File: config.mk
export PLATFORM = sky130hd
export DESIGN_NAME = pipe_ctrl
export DESIGN_NICKNAME = d
export VERILOG_FILES = /design/src/rtl/pipe_ctrl.sv
export SDC_FILE = /design/constraint.sdc
export NUM_CORES = 1
export LEC_CHECK = 0
export ABC_CLOCK_PERIOD_IN_PS = 1800
export CAP_MARGIN = 25
export CORE_MARGIN = 8
export CORE_UTILIZATION = 25
export CTS_BUF_LIST = sky130_fd_sc_hd__clkbuf_16
export DETAILED_ROUTE_END_ITERATION = 10
export GPL_ROUTABILITY_DRIVEN = 0
export GPL_TIMING_DRIVEN = 0
export PLACE_DENSITY = 0.56
export SLEW_MARGIN = 20
export SYNTH_ARGS = -nofsm -noshare
export SYNTH_HDL_FRONTEND = slang
export SYNTH_SLANG_ARGS = --single-unit
export TNS_END_PERCENT = 10
File: constraint.sdc
create_clock -name clk -period 1.8 [get_ports clk]
set_input_delay 0.18 -clock clk [delete_from_list [all_inputs] [get_ports clk]]
set_output_delay 0.18 -clock clk [all_outputs]
set_load 0.005 [all_outputs]
File: src/rtl/pipe_ctrl.sv
// pipe_ctrl: stall/flush/forwarding controller for a 5-stage pipeline.
// Optional saturating performance counters when PIPE_CTRL_PERF_EN is defined.
module pipe_ctrl #(
  parameter int REG_AW       = 5,
  parameter int LOAD_BUBBLES = 1,
  parameter int PERF_W       = 32
) (
  input  logic              clk,
  input  logic              rst,
  input  logic              rs1_en_d,
  input  logic              rs2_en_d,
  input  logic [REG_AW-1:0] rs1_addr_d,
  input  logic [REG_AW-1:0] rs2_addr_d,
  input  logic              rd_we_e,
  input  logic [REG_AW-1:0] rd_addr_e,
  input  logic              load_e,
  input  logic              rd_we_m,
  input  logic [REG_AW-1:0] rd_addr_m,
  input  logic              rd_we_w,
  input  logic [REG_AW-1:0] rd_addr_w,
  input  logic              jump_e,
  input  logic              mem_req_m,
  input  logic              mem_ready_m,
  output logic              stall_f,
  output logic              stall_d,
  output logic              stall_e,
  output logic              stall_m,
  output logic              flush_d,
  output logic              flush_e,
  output logic [1:0]        fwd1_sel,
  output logic [1:0]        fwd2_sel,
  output logic [PERF_W-1:0] perf_stall_cnt,
  output logic [PERF_W-1:0] perf_flush_cnt
);
  // RUN: normal issue | LDSTALL: load-use bubbles pending | MEMWAIT: M-stage memory wait
  typedef enum logic [1:0] {RUN = 2'd0, LDSTALL = 2'd1, MEMWAIT = 2'd2} state_t;

  localparam logic [1:0] LB_RELOAD = 2'(LOAD_BUBBLES - 1);

  state_t            r_state, r_ret_state, w_state_nxt, w_ret_nxt, w_eff;
  logic [1:0]        r_cnt, w_cnt_nxt;
  logic              r_jump_pend, w_jump_nxt;
  logic              w_mem_wait, w_hazard;
  logic              w_stall_f, w_stall_d, w_stall_e, w_stall_m, w_flush_d, w_flush_e;
  logic              r_rs1_en_e, r_rs2_en_e;
  logic [REG_AW-1:0] r_rs1_addr_e, r_rs2_addr_e;

  assign w_mem_wait = mem_req_m & ~mem_ready_m;
  assign w_hazard   = load_e & rd_we_e & (rd_addr_e != '0) &
                      ((rs1_en_d & (rs1_addr_d == rd_addr_e)) |
                       (rs2_en_d & (rs2_addr_d == rd_addr_e)));
  assign w_eff      = (r_state == MEMWAIT) ? r_ret_state : r_state;

  always_ff @(posedge clk or negedge rst) begin
    if (!rst) begin
      r_state     <= RUN;
      r_ret_state <= RUN;
      r_cnt       <= '0;
      r_jump_pend <= 1'b0;
    end else begin
      r_state     <= w_state_nxt;
      r_ret_state <= w_ret_nxt;
      r_cnt       <= w_cnt_nxt;
      r_jump_pend <= w_jump_nxt;
    end
  end

  always_comb begin
    w_state_nxt = r_state;
    w_ret_nxt   = r_ret_state;
    w_cnt_nxt   = r_cnt;
    w_jump_nxt  = r_jump_pend;
    w_stall_f   = 1'b0;
    w_stall_d   = 1'b0;
    w_stall_e   = 1'b0;
    w_stall_m   = 1'b0;
    w_flush_d   = 1'b0;
    w_flush_e   = 1'b0;
    if (w_mem_wait) begin
      w_stall_f   = 1'b1;
      w_stall_d   = 1'b1;
      w_stall_e   = 1'b1;
      w_stall_m   = 1'b1;
      w_state_nxt = MEMWAIT;
      w_ret_nxt   = w_eff;
      w_jump_nxt  = r_jump_pend | jump_e;
    end else begin
      w_jump_nxt  = 1'b0;
      w_state_nxt = w_eff;
      if (jump_e | r_jump_pend) begin
        w_flush_d   = 1'b1;
        w_flush_e   = 1'b1;
        w_cnt_nxt   = '0;
        w_state_nxt = RUN;
      end else if (w_eff == LDSTALL) begin
        w_stall_f = 1'b1;
        w_stall_d = 1'b1;
        w_flush_e = 1'b1;
        w_cnt_nxt = r_cnt - 2'd1;
        if (w_cnt_nxt == '0) w_state_nxt = RUN;
      end else if (w_hazard) begin
        w_stall_f   = 1'b1;
        w_stall_d   = 1'b1;
        w_flush_e   = 1'b1;
        w_cnt_nxt   = LB_RELOAD;
        w_state_nxt = (LB_RELOAD != '0) ? LDSTALL : RUN;
      end
    end
  end

  // Pipeline controls are forced idle for the whole time reset is low.
  assign stall_f = rst & w_stall_f;
  assign stall_d = rst & w_stall_d;
  assign stall_e = rst & w_stall_e;
  assign stall_m = rst & w_stall_m;
  assign flush_d = rst & w_flush_d;
  assign flush_e = rst & w_flush_e;

  always_ff @(posedge clk or negedge rst) begin
    if (!rst) begin
      r_rs1_en_e   <= 1'b0;
      r_rs2_en_e   <= 1'b0;
      r_rs1_addr_e <= '0;
      r_rs2_addr_e <= '0;
    end else if (!w_stall_e) begin
      r_rs1_en_e   <= w_flush_e ? 1'b0 : rs1_en_d;
      r_rs2_en_e   <= w_flush_e ? 1'b0 : rs2_en_d;
      r_rs1_addr_e <= w_flush_e ? '0 : rs1_addr_d;
      r_rs2_addr_e <= w_flush_e ? '0 : rs2_addr_d;
    end
  end

  function automatic logic [1:0] fwd_sel_f(input logic en, input logic [REG_AW-1:0] addr,
                                           input logic we_m, input logic [REG_AW-1:0] a_m,
                                           input logic we_w, input logic [REG_AW-1:0] a_w);
    if (!en || addr == '0) return 2'b00;
    if (we_m && a_m == addr) return 2'b01;
    if (we_w && a_w == addr) return 2'b10;
    return 2'b00;
  endfunction

  assign fwd1_sel = fwd_sel_f(r_rs1_en_e, r_rs1_addr_e, rd_we_m, rd_addr_m, rd_we_w, rd_addr_w);
  assign fwd2_sel = fwd_sel_f(r_rs2_en_e, r_rs2_addr_e, rd_we_m, rd_addr_m, rd_we_w, rd_addr_w);

`ifdef PIPE_CTRL_PERF_EN
  logic [PERF_W-1:0] r_perf_stall, r_perf_flush;

  always_ff @(posedge clk or negedge rst) begin
    if (!rst) begin
      r_perf_stall <= '0;
      r_perf_flush <= '0;
    end else begin
      if (stall_d && !(&r_perf_stall)) r_perf_stall <= r_perf_stall + PERF_W'(1);
      if ((flush_d || flush_e) && !(&r_perf_flush)) r_perf_flush <= r_perf_flush + PERF_W'(1);
    end
  end

  assign perf_stall_cnt = r_perf_stall;
  assign perf_flush_cnt = r_perf_flush;
`else
  assign perf_stall_cnt = '0;
  assign perf_flush_cnt = '0;
`endif

endmodule

==> flow_summary_export.csv, run 1 <==
group,metric,value,unit
pwr,powerDensity,591,nW/µm²
route,wirelength,5070,µm
yosys,async_flop_share,100,%
finish,final_layout_size_suffix_gt1_share,37.2,%
yosys,yosysTopAreaCell,"buf_4",
yosys,ys_ff_latch,19,
flow_run,max-cap-violations,0,
sta,clock-skew-final,0.00172,ns
placed_design,detailedPlace.worstSlack,-0.835,ns
finish,register_area,482,µm²
finish,multi_input_area,1050,µm²
setup_path,path_class,"reg -> out",
route,vias,1519,
floorplan,rows,30,
pwr,ir_worst_vdd,0.325,mV
sta,setup_viol_count_final,2,
finish,fin_util,41.0,%
sta,layout_min_cycle_time,1.86,ns
sta,whs,-0.00156,ns
clock_network,htree_levels,1,
floorplan,die-area,9790,µm²
global_routing,grt_pass1_vias,1619,
clock_network,clkLatencyLatePin,0.25,ns
setup_path,end_kind,"primary output",
finish,nFillCells,692,
finish,antenna-diode-count,0,
finish,area_delta_synth_final,60.2,%
placed_design,dp_hpwl,4060,µm
yosys,synth_flop_cell,"dfrtp_1",
floorplan,coreArea,6720,µm²
status,status,"finished, violations left",
yosys,synth_top_family_by_area,"buffers and inverters",
sta,fin_crit_sh,103,%
setup_path,arrival,1.68,ns
route,drc,0,
clock_network,clkSlewWorstSetupHoldPaths,0.06,ns
clock_network,cts_hold_buf,0,
setup_path,slowest_delay,0.43,ns
yosys,ys_types,34,
yosys,synth-compound-area-share,14.2,%
sta,worst_pin_slew,0.518,ns
yosys,synth_area_leaders,"buf_4 29%, dfrtp_1 28%, xor2_1 8.1%",
yosys,synthAdderAreaFrac,0.727,%
sta,slew_headroom,65.5,%
floorplan,die_w,99.0,µm
finish,nets,355,
route,wl_per_cell,12.8,µm
sta,finalMaxSlewViolations,0,
global_routing,antenna_found_initial,0,
route,drt_iter0_drc,37,
global_routing,grt_first_pass_wirelength,7980,µm
status,violations,"negative hold slack, negative setup slack",
sta,layout_setup_ws,-0.0623,ns
yosys,synth_area,1720,µm²
clock_network,cts-root-buf,"clkbuf_16",
global_routing,gr-total-overflow,0,
setup_path,cp_max_fo,4,
yosys,synth_edf_count,0,
setup_path,critical_path.startpoint_type,"flip-flop",
sta,setup_tns,-0.0805,ns
setup_path,cp.required,1.62,ns
global_routing,grt_max_degree,23,
floorplan,fp.dieH,99.0,µm
yosys,yosysWarnings,0,
clock_network,clock_path_buffers,2,
pwr,p_leak,1.44,nW
yosys,avgSynthCellArea,9.01,µm²
yosys,synthSimpleGateAreaFrac,11.6,%
yosys,synth_seq_area_share,27.6,%
sta,fmax,537,MHz
sta,finalHoldViolations,3,
route,via_per_inst,3.83,
yosys,synth_xor_area_share,15.3,%
setup_path,cp_common_cell,"buf_4",
yosys,synth.area.mux_share,0,%
yosys,synth_top_area_share,28.8,%
route,final_antenna_net_count,0,
yosys,syn_inst,191,
floorplan,start_util,25.6,%
floorplan,num_io_pins,110,
clock_network,cts.sinks,19,
global_routing,grtUsageTotal,10.2,%
route,drt_first_pass_iters,4,
setup_path,crit_path_cell_trace,"buf_4, or4_4, o21ai_2, buf_4, nor3b_2, buf_2",
clock_network,cts_tree,"done",
setup_path,cp_slowest_cell,"dfrtp_2",
finish,layout_commonest_cell,"buf_4",
placed_design,numPortBuffers,45,
clock_network,cts_buffers,3,
sta,rsz0062_at_grt,"true",
finish,layout_common_cells,"79 x buf_4, 64 x conb_1, 21 x clkdlybuf4s50_1, 16 x xor2_1",
worst_hold_path,min_path_type,"in -> async",
-- where the power goes --
| part | total (mW) | internal [mW] | switching [mW] | leakage (nW) |
|---|---|---|---|---|
| Sequential | 0.547 | 0.485 | 0.0624 | 0.244 |
| Combinational | 0.628 | 0.356 | 0.273 | 1.15 |
| Clock | 0.452 | 0.297 | 0.155 | 0.0409 |
-- final cells by class --
cell class,instances,share of cell area [%]
Multi-Input combinational cell,164,38.2
Buffer,69,19.0
Timing Repair Buffer,59,18.5
Sequential cell,19,17.5
Tap cell,80,3.63
Clock buffer,3,2.72
Inverter,2,0.272
Clock inverter,1,0.182
-- stage by stage --
stage          instance area [µm²]  hold WS (ns)  instances  power [mW]
4_1_cts                       2740        0.0257        396        1.61
2_1_floorplan                 1960        -0.116        254       0.881
3_3_place_gp                  2510         0.488        379        1.06
3_5_place_dp                  2510         0.491        379        1.07
5_1_grt                       2760        0.0445        397        1.73
6_report                      2760      -0.00156        397        1.63
-- sequential cells by signal (all words and copies together), names as in the netlist --
register / cells
r_cnt: 2
r_jump_pend: 1
r_ret_state: 2
r_rs1_addr_e: 5
r_rs1_en_e: 1
r_rs2_addr_e: 5
r_rs2_en_e: 1
r_state: 2
-- cells by family (layout without fill, tap and decap cells) --
group	Yosys count	in the layout
flops	19	19
fa+ha+maj	1	1
simple gates	40	40
other cells	1	64
xor+xnor	30	30
buf+inv	71	134
compound gates	29	29
-- worst paths after layout --
kind | startpoint | end | slack [ns] | cells past startpoint
hold / removal | rst | r_ret_state[1]$_DFFE_PN0P_ | -0.002 | 1
max in group asynchronous | rst | r_rs2_addr_e[4]$_DFFE_PN0N_ | 1.42 | 1
hold reg to reg | r_ret_state[1]$_DFFE_PN0P_ | r_ret_state[1]$_DFFE_PN0P_ | 0.50 | 2
min in group clk | rs1_addr_d[0] | r_rs1_addr_e[0]$_DFFE_PN0N_ | 0.32 | 2
setup reg to reg | r_jump_pend$_DFF_PN0_ | r_rs2_addr_e[0]$_DFFE_PN0N_ | 0.28 | 5
setup / recovery | r_rs2_addr_e[4]$_DFFE_PN0N_ | fwd2_sel[1] | -0.06 | 6
-- metal layers --
layer	part of all wire, %	GRT usage (%)	vias up
li1	-	-	775
met1	37	10.6	661
met2	49	17.8	75
met3	12	4.16	8
met4	1.7	3.54	0
met5	0	0	-
-- worst max-delay path: cells and delay by family (launching register included) --
kind | cells | cell delay [ns]
compound gates | 1 | 0.17
flops | 1 | 0.43
simple gates | 2 | 0.44
buf+inv | 3 | 0.39
-- synthesized netlist by cell type (2+ instances only) --
master / n
a21oi_1: 3
a22o_1: 12
a31o_1: 2
buf_4: 66
dfrtp_1: 19
inv_1: 2
nand2_1: 10
nand3_1: 5
nand4_1: 2
nor2_1: 9
nor3b_1: 2
nor4_1: 4
o21ai_0: 4
o22ai_1: 2
or4_1: 2
xnor2_1: 14
xor2_1: 16
-- what timing repair did --
item / CTS / global route
buffers inserted: 13 / 1
gates resized for setup: 68 / 12
endpoints found under the setup margin: 20 / 8
pin swaps: 20 / 14
hold endpoints to repair: 0 / 0
Note: power is estimated with default switching activity, not from simulation.
==> inputs of run 2 (changes only) <==
--- a/config.mk
+++ b/config.mk
@@ -13,7 +13,7 @@
 export DETAILED_ROUTE_END_ITERATION = 10
 export GPL_ROUTABILITY_DRIVEN = 0
 export GPL_TIMING_DRIVEN = 0
-export PLACE_DENSITY = 0.56
+export RECOVER_POWER = 100
 export SLEW_MARGIN = 20
 export SYNTH_ARGS = -nofsm -noshare
 export SYNTH_HDL_FRONTEND = slang
==> flow_summary_export.csv, run 2 (same netlist as run 1, synthesis figures left out) <==
group,metric,value,unit
setup_path,crit_family,"simple AND/OR/NAND/NOR gates",
setup_path,end_kind,"primary output",
route,wirelength,5290,µm
placed_design,detailedPlace.worstSlack,-0.835,ns
finish,top_regs,"r_rs1_addr_e x5, r_rs2_addr_e x5",
clock_network,cts_buffers,3,
global_routing,grtUsageTotal,10.6,%
sta,layout_setup_ws,-0.123,ns
route,drt_iter0_drc,26,
sta,setup_tns,-0.368,ns
setup_path,critical_path.startpoint_type,"flip-flop",
floorplan,die-area,9790,µm²
sta,setup_viol_count_final,7,
floorplan,coreArea,6720,µm²
route,drt_first_pass_iters,4,
setup_path,cp_max_fo,2,
pwr,switchingPower,0.513,mW
pwr,pwr-share-clk,28.1,%
clock_network,clock_path_buffers,2,
sta,finalHoldViolations,0,
sta,whs,0.00521,ns
pwr,ir_worst_vdd,0.287,mV
pwr,powerDensity,592,nW/µm²
sta,clock-skew-final,0.00247,ns
setup_path,path_class,"reg -> out",
pwr,p_seq_share,32.3,%
global_routing,gr-total-overflow,0,
sta,slew_headroom,62.3,%
pwr,p_leak,1.47,nW
setup_path,cp_slowest_cell,"dfrtp_1",
placed_design,dp.cells,379,
sta,rsz0062_at_grt,"true",
floorplan,die_w,99.0,µm
finish,layout_commonest_cell,"buf_4",
floorplan,start_util,25.6,%
status,violations,"negative setup slack",
status,status,"finished, violations left",
pwr,comb_power_share,39.6,%
setup_path,cp.required,1.62,ns
sta,worst_pin_slew,0.566,ns
placed_design,numPortBuffers,45,
global_routing,grt_first_pass_wirelength,8180,µm
floorplan,rows,30,
global_routing,grt_pass1_vias,1615,
route,via_per_inst,3.76,
clock_network,htree_levels,1,
setup_path,slowest_delay,0.40,ns
pwr,switching_share,30.8,%
floorplan,num_io_pins,110,
clock_network,cts_tree,"done",
setup_path,r2r_slack,0.09,ns
route,vias,1516,
route,drc,0,
setup_path,arrival,1.74,ns
finish,nets,361,
placed_design,dp_hpwl,4040,µm
finish,layout_common_cells,"83 x buf_4, 64 x conb_1, 20 x clkdlybuf4s50_1, 17 x dfrtp_1, 15 x xor2_1",
route,wl_per_cell,13.1,µm
worst_hold_path,min_path_type,"in -> async",
setup_path,critPathBufInv,2,
finish,final_layout_size_suffix_gt1_share,37.8,%
setup_path,crit_path_cell_trace,"buf_6, xor2_2, nor4_2, nand3_1, nor3b_2, buf_2",
clock_network,clkLatencyLatePin,0.25,ns
floorplan,fp.dieH,99.0,µm
finish,layoutNonFillerInstCount,403,
sta,layout_min_cycle_time,1.92,ns
pwr,intPower,1.15,mW
clock_network,cts.sinks,19,
global_routing,antenna_found_initial,0,
sta,fin_crit_sh,107,%
clock_network,cts-root-buf,"clkbuf_16",
global_routing,grt_max_degree,23,
sta,fmax,520,MHz
sta,finalMaxSlewViolations,0,
finish,area_delta_synth_final,63.6,%
route,final_antenna_net_count,0,
finish,antenna-diode-count,0,
flow_run,max-cap-violations,0,
clock_network,clkSlewWorstSetupHoldPaths,0.06,ns
==> run 2: cell types whose count changed in the layout (fill, tap and decap cells not counted), sizes merged <==
cell,previous run,this run
clkdlybuf4s15,0,4
buf,90,93
clkbuf,5,7
dlygate4sd2,14,12
clkdlybuf4s18,1,0
clkdlybuf4s50,21,20
dlygate4sd3,0,1
==> run 2: final cells by class <==
type / instances / area, µm²
fillers: 685 / 3900
multi-input cells: 164 / 1070
repair buffers: 65 / 557
plain buffers: 69 / 524
flip-flops and latches: 19 / 478
well taps: 80 / 100
clock buffers: 3 / 75.1
inverters: 2 / 7.51
clock inverters: 1 / 5.00
==> run 2: metal layers <==
layer  vias to the layer above  routed length [µm]  track usage [%]
met2                        75                2580             18.9
li1                        788                   -                -
met1                       644                2070             10.7
met3                         9                 526             4.51
met4                         0                 110             3.42
met5                         -                   0                0
==> run 2: through the flow <==
step	power [mW]	area, µm²	utilization (%)
final	1.67	2820	41.9
after global routing	1.76	2820	41.9
after CTS	1.66	2820	41.9
after detailed placement	1.07	2510	37.3
after global placement	1.06	2510	37.3
after floorplan	0.881	1960	-
==> run 2: power groups by stage <==
stage               combinational (mW)  clock, mW  sequential, mW
finish                           0.660      0.468           0.538
global placement                 0.513          0           0.544
detailed placement               0.521          0           0.546
floorplan                        0.353          0           0.528
global route                     0.717      0.496           0.546
CTS                              0.645      0.480           0.536
==> run 2: repair_timing <==
action | 4_1_cts | 5_1_grt
pin swaps | 21 | 2
endpoints found under the setup margin | 20 | 9
gates resized for setup | 76 | 6
endpoints found under the hold margin | 0 | 0
hold buffers | 0 | 0
setup buffers | 20 | 0
==> run 2: final timing paths <==
check                                            start                           to  cells past startpoint
min reg2reg                 r_ret_state[1]$_DFFE_PN0P_   r_ret_state[1]$_DFFE_PN0P_                      2
max                        r_rs1_addr_e[0]$_DFFE_PN0N_                  fwd1_sel[1]                      6
min                                                rst   r_ret_state[1]$_DFFE_PN0P_                      1
min in group clk                         rs2_addr_d[0]  r_rs2_addr_e[0]$_DFFE_PN0N_                      2
max reg2reg                      r_jump_pend$_DFF_PN0_         r_state[0]$_DFF_PN0_                      5
max in group asynchronous                          rst  r_rs1_addr_e[2]$_DFFE_PN0N_                      1
==> inputs of run 3 (changes only) <==
--- a/config.mk
+++ b/config.mk
@@ -7,12 +7,11 @@
 export LEC_CHECK = 0
 export ABC_CLOCK_PERIOD_IN_PS = 1800
 export CAP_MARGIN = 25
-export CORE_MARGIN = 8
 export CORE_UTILIZATION = 25
 export CTS_BUF_LIST = sky130_fd_sc_hd__clkbuf_16
 export DETAILED_ROUTE_END_ITERATION = 10
 export GPL_ROUTABILITY_DRIVEN = 0
-export GPL_TIMING_DRIVEN = 0
+export GPL_TIMING_DRIVEN = 1
 export RECOVER_POWER = 100
 export SLEW_MARGIN = 20
 export SYNTH_ARGS = -nofsm -noshare
==> flow_summary_export.csv, run 3 (same netlist as run 1, synthesis figures left out) <==
group,metric,value,unit
status,status,"finished, violations left",
status,violations,"design-rule violations, negative setup slack",
route,wirelength,4100,µm
setup_path,arrival,1.69,ns
finish,layout_common_cells,"64 x conb_1, 32 x buf_4, 23 x clkdlybuf4s50_1, 17 x dfrtp_1, 15 x xor2_1",
global_routing,antenna_found_initial,0,
clock_network,cts-root-buf,"clkbuf_16",
finish,area_delta_synth_final,39.1,%
sta,worst_pin_slew,1.02,ns
pwr,ir_worst_vdd,0.294,mV
setup_path,cp-startpoint,"r_rs2_addr_e[2]$_DFFE_PN0N_",
clock_network,clkLatencyLatePin,0.25,ns
route,drt_first_pass_iters,9,
sta,setup_viol_count_final,5,
floorplan,start_util,26.5,%
floorplan,fp.dieH,85.0,µm
clock_network,clock_path_buffers,2,
finish,top_regs,"r_rs1_addr_e x5, r_rs2_addr_e x5",
sta,clock-skew-final,0.00170,ns
global_routing,grtUsageTotal,11.1,%
placed_design,numPortBuffers,45,
sta,fmax,535,MHz
floorplan,die_w,85.0,µm
global_routing,gr-total-overflow,0,
placed_design,dpl-instance-area,2230,µm²
sta,layout_setup_ws,-0.0702,ns
sta,rsz0062_at_grt,"true",
sta,setup_tns,-0.210,ns
clock_network,cts_hold_buf,0,
clock_network,cts.sinks,19,
route,final_antenna_net_count,0,
clock_network,clkSlewWorstSetupHoldPaths,0.05,ns
setup_path,r2r_start,"r_state[0]$_DFF_PN0_",
setup_path,worstReg2RegEnd,"r_rs1_addr_e[3]$_DFFE_PN0N_",
flow_run,max-cap-violations,0,
route,drt_iter0_drc,98,
route,drc,9,
floorplan,die-area,7220,µm²
finish,nets,310,
sta,fin_crit_sh,104,%
route,via_per_inst,4.01,
setup_path,path_class,"reg -> out",
setup_path,reg2reg_depth,6,
sta,slew_headroom,32.1,%
worst_hold_path,hold_depth,2,
sta,layout_min_cycle_time,1.87,ns
global_routing,grt_pass1_vias,1366,
finish,layout_commonest_cell,"conb_1",
sta,finalMaxSlewViolations,0,
sta,finalHoldViolations,0,
clock_network,cts_tree,"done",
setup_path,endpoint,"fwd2_sel[0]",
pwr,p_leak,1.18,nW
placed_design,dp_hpwl,3130,µm
global_routing,grt_first_pass_wirelength,6360,µm
worst_hold_path,min_path_type,"in -> reg",
finish,nFillCells,687,
pwr,powerDensity,646,nW/µm²
route,wl_per_cell,11.8,µm
pwr,power,1.55,mW
setup_path,r2r_slack,0.17,ns
finish,antenna-diode-count,0,
global_routing,grt_max_degree,20,
floorplan,coreArea,6490,µm²
floorplan,num_io_pins,110,
finish,finalInstanceArea,2390,µm²
setup_path,cp.required,1.62,ns
sta,whs,0.223,ns
setup_path,critical_path.startpoint_type,"flip-flop",
setup_path,cp_max_fo,3,
clock_network,htree_levels,1,
floorplan,rows,29,
clock_network,cts_buffers,3,
route,vias,1401,
setup_path,end_kind,"primary output",
finish,final_layout_size_suffix_gt1_share,22.8,%
[run 3: changes by cell type in the layout (fill, tap and decap cells not counted), sizes merged]
cell | previous run | this run
clkdlybuf4s15 | 4 | 0
clkbuf | 7 | 9
clkdlybuf4s50 | 20 | 23
dlygate4sd2 | 12 | 14
dlymetal6s2s | 0 | 1
buf | 93 | 38
[run 3: final cells by class]
type,instances,area (µm²),area share [%]
multi-input cells,164,1050,44.0
repair buffers,83,679,28.4
flip-flops and latches,19,478,20.0
well taps,77,96.3,4.03
clock buffers,3,75.1,3.14
inverters,2,7.51,0.314
clock inverters,1,5.00,0.209
[run 3: repair_timing]
action,4_1_cts,5_1_grt
endpoints found under the setup margin,20,9
gates resized for setup,46,15
pin swaps,14,3
buffers inserted,7,1
[run 3: where the power goes]
part | internal [mW] | switching, mW
combinational | 0.296 | 0.263
sequential | 0.483 | 0.0502
clock | 0.298 | 0.157
[run 3: stage by stage]
step | util (%) | setup slack, ns | std cells
floorplan | - | 0.188 | 254
global route | 36.9 | -0.177 | 349
finish | 36.9 | -0.0702 | 349
detailed placement | 34.3 | -0.575 | 337
global placement | 34.3 | -0.561 | 337
CTS | 36.6 | -0.103 | 348
[run 3: critical path: stages (launching register included)]
cell	delay, ns
dfrtp_1	0.41
or4_4	0.54
o21ai_4	0.17
nor2_1	0.06
dlygate4sd2_1	0.25
[run 3: how the worst min path moves through the flow]
stage	from	endpoint	slack, ns
after global placement	r_rs1_en_e$_DFFE_PN0N_	r_rs1_en_e$_DFFE_PN0N_	0.49
after floorplan	rst	r_cnt[0]$_DFFE_PN0P_	-0.12
after global routing	rs2_addr_d[2]	r_rs2_addr_e[2]$_DFFE_PN0N_	0.24
after CTS	rs2_addr_d[0]	r_rs2_addr_e[0]$_DFFE_PN0N_	0.33
final	rs2_addr_d[2]	r_rs2_addr_e[2]$_DFFE_PN0N_	0.22
after detailed placement	r_rs1_en_e$_DFFE_PN0N_	r_rs1_en_e$_DFFE_PN0N_	0.49
[run 3: metal layers]
metal  routed length (µm)  global-route usage (%)
met5                    0                       0
met4                   18                    2.47
met3                  297                    2.82
met2                 2240                    21.7
met1                 1540                    11.9
